[config.mk]
export PLATFORM = sky130hd
export DESIGN_NAME = muldiv_unit
export DESIGN_NICKNAME = d
export VERILOG_FILES = /design/src/rtl/muldiv_pkg.sv /design/src/rtl/muldiv_signfix.sv /design/src/rtl/muldiv_unit.sv
export SDC_FILE = /design/constraint.sdc
export NUM_CORES = 2
export LEC_CHECK = 0
export CORE_MARGIN = 2
export CORE_UTILIZATION = 61
export CTS_CLUSTER_SIZE = 12
export DETAILED_ROUTE_END_ITERATION = 8
export DONT_BUFFER_PORTS = 1
export PLACE_DENSITY = 0.82
export SLEW_MARGIN = 0
export SYNTH_ARGS = -nofsm -noshare
export SYNTH_HDL_FRONTEND = slang
export SYNTH_HIERARCHICAL = 1
export SYNTH_SLANG_ARGS = --single-unit
[constraint.sdc]
create_clock -name clk -period 6.2 [get_ports clk]
set_input_delay 1.24 -clock clk [delete_from_list [all_inputs] [get_ports clk]]
set_output_delay 1.24 -clock clk [all_outputs]
set_load 0.01 [all_outputs]
[src/rtl/muldiv_pkg.sv]
// muldiv_pkg: shared definitions for the RV64M multiply/divide unit.
//   OP_*           : RV64M funct3 encodings
//   muldiv_state_t : controller state
//   is_div/is_rem  : op classification helpers
package muldiv_pkg;

  localparam logic [2:0] OP_MUL    = 3'b000;
  localparam logic [2:0] OP_MULH   = 3'b001;
  localparam logic [2:0] OP_MULHSU = 3'b010;
  localparam logic [2:0] OP_MULHU  = 3'b011;
  localparam logic [2:0] OP_DIV    = 3'b100;
  localparam logic [2:0] OP_DIVU   = 3'b101;
  localparam logic [2:0] OP_REM    = 3'b110;
  localparam logic [2:0] OP_REMU   = 3'b111;

  typedef enum logic [1:0] {IDLE, MUL, DIV, DONE} muldiv_state_t;

  function automatic logic is_div(input logic [2:0] op);
    return op inside {OP_DIV, OP_DIVU, OP_REM, OP_REMU};
  endfunction

  function automatic logic is_rem(input logic [2:0] op);
    return op inside {OP_REM, OP_REMU};
  endfunction

endpackage

[src/rtl/muldiv_signfix.sv]
// muldiv_signfix: combinational sign conditioning.
//   a         : value in
//   is_signed : treat a as two's complement
//   inv       : request an extra negation
//   sign      : a is negative (only when is_signed)
//   y         : a negated when sign ^ inv, else a
// With inv=0 this yields |a| and its sign; with is_signed=0 it is a plain
// conditional negate used for result correction.
module muldiv_signfix #(
  parameter int N = 64
) (
  input  logic [N-1:0] a,
  input  logic         is_signed,
  input  logic         inv,
  output logic         sign,
  output logic [N-1:0] y
);
  assign sign = is_signed & a[N-1];
  assign y    = (sign ^ inv) ? -a : a;
endmodule

[src/rtl/muldiv_unit.sv]
// muldiv_unit: iterative RV64M multiply/divide unit.
//   clk, rst_n        : clock, async active-low reset
//   start, op         : request (accepted when ready), RV64M funct3
//   dataA, dataB      : rs1 / rs2 operands
//   flush             : abort in-flight operation
//   ready             : unit idle
//   valid             : one-cycle result strobe
//   out               : result, held until next accepted start
//   Zero, Negative    : out==0 / out[N-1], only alongside valid
//   DivZero           : divide-type op with dataB==0, only alongside valid
// Multiply is shift-add over N cycles into a 2N accumulator; divide is
// restoring division over N cycles. Both run on magnitudes and the recorded
// sign is applied in DONE. Divide-by-zero and signed overflow skip straight
// to DONE.
module muldiv_unit
  import muldiv_pkg::*;
#(
  parameter int N = 64
) (
  input  logic         clk,
  input  logic         rst_n,
  input  logic         start,
  input  logic [2:0]   op,
  input  logic [N-1:0] dataA,
  input  logic [N-1:0] dataB,
  input  logic         flush,
  output logic         ready,
  output logic         valid,
  output logic [N-1:0] out,
  output logic         Zero,
  output logic         Negative,
  output logic         DivZero
);
  localparam int CW = $clog2(N + 1);
  localparam logic [N-1:0] MIN_S = {1'b1, {(N-1){1'b0}}};

  muldiv_state_t  state;
  logic [2:0]     op_q;
  logic [CW-1:0]  cnt;
  logic [2*N-1:0] acc;   // {partial product, remaining multiplier bits}
  logic [N-1:0]   bop;   // multiplicand magnitude or divisor magnitude
  logic [N:0]     rem;
  logic [N-1:0]   quo;   // dividend shifts out the top, quotient bits in
  logic           neg_q;
  logic           dz_q;

  // operand conditioning: index 0 = dataA, 1 = dataB
  logic [1:0][N-1:0] opnd, mag;
  logic [1:0]        sgn_en, sgn;

  assign opnd      = {dataB, dataA};
  assign sgn_en[0] = op inside {OP_MUL, OP_MULH, OP_MULHSU, OP_DIV, OP_REM};
  assign sgn_en[1] = op inside {OP_MUL, OP_MULH, OP_DIV, OP_REM};

  for (genvar g = 0; g < 2; g++) begin : g_opfix
    muldiv_signfix #(.N(N)) u_opfix (
      .a         (opnd[g]),
      .is_signed (sgn_en[g]),
      .inv       (1'b0),
      .sign      (sgn[g]),
      .y         (mag[g])
    );
  end

  logic div0, ovf;
  assign div0 = is_div(op) && (dataB == '0);
  assign ovf  = (op == OP_DIV || op == OP_REM) && (dataA == MIN_S) && (dataB == '1);

  // one iteration step of each algorithm
  logic [N:0] mul_sum, shl, trial;
  assign mul_sum = {1'b0, acc[2*N-1:N]} + (acc[0] ? {1'b0, bop} : '0);
  assign shl     = {rem[N-1:0], quo[N-1]};
  assign trial   = shl - {1'b0, bop};

  // rem[N] stays zero after every step; it is kept for the trial width only
  logic rem_top_unused;
  assign rem_top_unused = rem[N];

  // result correction: one 2N negate covers both the product and the
  // zero-extended quotient/remainder
  logic [2*N-1:0] raw, res2;
  logic [N-1:0]   res;
  logic           res_sign_unused;

  assign raw = is_div(op_q) ? {{N{1'b0}}, (is_rem(op_q) ? rem[N-1:0] : quo)} : acc;

  muldiv_signfix #(.N(2*N)) u_resfix (
    .a         (raw),
    .is_signed (1'b0),
    .inv       (neg_q),
    .sign      (res_sign_unused),
    .y         (res2)
  );

  assign res   = (is_div(op_q) || op_q == OP_MUL) ? res2[N-1:0] : res2[2*N-1:N];
  assign ready = (state == IDLE);

  always_ff @(posedge clk or negedge rst_n) begin
    if (!rst_n) begin
      state    <= IDLE;
      op_q     <= '0;
      cnt      <= '0;
      acc      <= '0;
      bop      <= '0;
      rem      <= '0;
      quo      <= '0;
      neg_q    <= 1'b0;
      dz_q     <= 1'b0;
      valid    <= 1'b0;
      out      <= '0;
      Zero     <= 1'b0;
      Negative <= 1'b0;
      DivZero  <= 1'b0;
    end else begin
      // flags only ever accompany valid
      valid    <= 1'b0;
      Zero     <= 1'b0;
      Negative <= 1'b0;
      DivZero  <= 1'b0;
      if (flush) begin
        state <= IDLE;
      end else begin
        case (state)
          IDLE: if (start) begin
            op_q  <= op;
            dz_q  <= div0;
            neg_q <= is_rem(op) ? sgn[0] : (sgn[0] ^ sgn[1]);
            cnt   <= CW'(N);
            if (div0) begin
              quo   <= '1;
              rem   <= {1'b0, dataA};
              neg_q <= 1'b0;
              state <= DONE;
            end else if (ovf) begin
              quo   <= dataA;
              rem   <= '0;
              neg_q <= 1'b0;
              state <= DONE;
            end else if (is_div(op)) begin
              rem   <= '0;
              quo   <= mag[0];
              bop   <= mag[1];
              state <= DIV;
            end else begin
              acc   <= {{N{1'b0}}, mag[1]};
              bop   <= mag[0];
              state <= MUL;
            end
          end
          MUL: begin
            acc <= {mul_sum, acc[N-1:1]};
            cnt <= cnt - 1'b1;
            if (cnt == CW'(1)) state <= DONE;
          end
          DIV: begin
            rem <= trial[N] ? shl : trial;
            quo <= {quo[N-2:0], ~trial[N]};
            cnt <= cnt - 1'b1;
            if (cnt == CW'(1)) state <= DONE;
          end
          DONE: begin
            out      <= res;
            valid    <= 1'b1;
            Zero     <= (res == '0);
            Negative <= res[N-1];
            DivZero  <= dz_q;
            state    <= IDLE;
          end
          default: state <= IDLE;
        endcase
      end
    end
  end

endmodule

==> results.md <==
* Outcome: finished with violations
* Failing checks: design-rule violations
* Setup_tns at 0 ps
* Layout cells sized above 1 at 0.0612
* RSZ-0062 raised after global routing: false
* Clock Tree Buf Depth at 3
* Fillers at 4928
* Core area at roughly 58000 um^2
* Highest ir drop seen on vdd at 0.522 mV
* Post-Syn Area per Cell at ~7.9 um^2
* FF-to-FF setup slack at 570 ps
* Tightest Pin Transition at 1290 ps
* Post-cts sizing count at 0
* Routed WL at 150000 um
* Vias/cell at between 7 and 8
* Leak at around 17 nW
* Slowest-stage cell, CP: dfrtp_4
* Fin crit share at 0.907
* CTS H-tree lvls at 2
* Number of setup buffers added after CTS at 0
* Yosys warning total at 6
* Pwr dens at 598 nW/um^2
* Final hold violations at 0
* Largest net degree at the start of global routing at 403
* Max stage delay on crit path at 960 ps
* Worst skew pair latency at 640 ps
* GPL Wtd Cong at roughly 1.1
* Relative slew slack at 0.135
* Rows at 88
* Worst reg2reg path depth at 14
* Max Cap Viol at 0
* Die X at 246 um
* Filler-free cell count of the finished design at 5163
* CTS clk-pin slew, worst paths at 60 ps
* DRC at 6
* CTS tree: done
* CTS root buf: clkbuf_16
* Min Tclk post-route at 5630 ps
* Reg2reg start: op_q[1]
* Skew final at around 41 ps
* Die height at 246 um
* Die ar. at 60800 um^2
* Crit start category: flip-flop
* Setup Viol. Count Final at 0
* Post-Syn Area at approximately 36000 um^2
* First-pass DRT Iterations at 9
* Critical path arrival at 6140 ps
* Hold Crit Class: primary input to async pin
* Wire per inst at 29.1 um
* Vias at 36600
* Starting Density at 0.619
* CTS buffer count at 47
* Clock Sinks at 402
* ANT nets after route at 0
* Initial antenna violation count at 10
* Hold buffers post-CTS at 0
* Fin util at 0.656
* GRT Util Overall at 0.482
* Crit path capture type: flip-flop
* Critical Path, Cell by Cell: buf_4 > mux2i_1 > a21oi_1 > or3_1 > or3_1 > nor4_2 > nand3_1 > o31ai_1 > xnor2_1 > nor4_1 > nand4_1 > nor4_1 > nand4_1 > o21ai_0
* Initial DRC Count at ~5300
* Overflow after GRT at 0
* CP required at 6710 ps
* Final Max Slew Viols at 0
* Final HPWL from detailed placement at about 120000 um
* CP Max Fanout at 45
* Cells after DPL at 5076
* First-pass GRT wire length at 219000 um
* Area Overhead vs Synth at 5.88%
* Port bufs at 0
* Post-synthesis cell count at 4522
* R2r endpoint: Zero
* Final #Nets at 4634
* Fmax at roughly 180 MHz
* # IOs at 204
* Critical path type: flip-flop to flip-flop
* Vias in the first global route at 33600
## critical path, delay by kind of cell, from the launching register on
family | cells | cell delay, ps
AO/OA/AOI/OAI | 3 | 670
XOR/XNOR | 1 | 130
buffers and inverters | 1 | 480
flip-flops | 1 | 960
multiplexers | 1 | 240
AND/OR/NAND/NOR | 8 | 3030
## cell type report
cell class	instances	area (um^2)	area share
multi-input cells	3737	24400	0.642
flip-flops and latches	402	10100	0.265
clock buffers	61	1330	0.0350
well taps	765	957	0.0252
repair buffers	55	463	0.0122
inverters	117	439	0.0116
clock inverters	22	313	0.00824
diodes	4	10.0	0.000264
## per-layer routing
| layer | vias up | wire length, um | global-route usage |
|---|---|---|---|
| met5 | - | 94 | 0 |
| met4 | 14 | 9510 | 0.245 |
| met3 | 600 | 22500 | 0.194 |
| met2 | 2665 | 61900 | 0.701 |
| met1 | 17300 | 56400 | 0.615 |
| li1 | 16000 | - | - |
## layout by cell type, fill, tap and decap left out, types with 135 or more instances in the layout
cell,n
dfrtp_1,400
mux2i_1,286
xnor2_1,160
nand2_1,552
a21oi_1,381
nor4_1,143
nor2_1,333
o21ai_0,370
xor2_1,215
ha_1,135
## through the flow
step	setup slack (ps)	hold slack (ps)	cell area [um^2]	power (W)
global placement	951	477	36300	0.0187
finish	575	330	38000	0.0227
floorplan	1490	442	35900	0.0146
CTS	715	320	38000	0.0220
detailed placement	742	494	36300	0.0189
global route	466	318	38000	0.0237
## registers in the layout (all words and copies together) (netlist names)
name,cells
DivZero,1
Negative,1
Zero,1
acc,128
bop,64
cnt,7
dz_q,1
neg_q,1
op_q,3
out,64
quo,64
rem,64
state,2
valid,1
## how the worst max path moves through the flow
| stage | depth (start not counted) | endpoint | slack, ps | from |
|---|---|---|---|---|
| CTS | 13 | Zero | 720 | op_q[1] |
| finish | 14 | Zero | 570 | op_q[1] |
| global route | 14 | Zero | 470 | op_q[1] |
| global placement | 14 | Zero | 950 | op_q[1] |
| detailed placement | 13 | Zero | 740 | op_q[1] |
| floorplan | 16 | Zero | 1490 | op_q[1] |
## where the power goes
group / total, W / switching (W) / internal [W]
clock: 0.00302 / 0.00126 / 0.00177
combinational: 0.0143 / 0.00918 / 0.00511
sequential: 0.00538 / 0.00175 / 0.00363
total: 0.0227 / 0.0122 / 0.0105
Power figures use the tool's default switching activity.
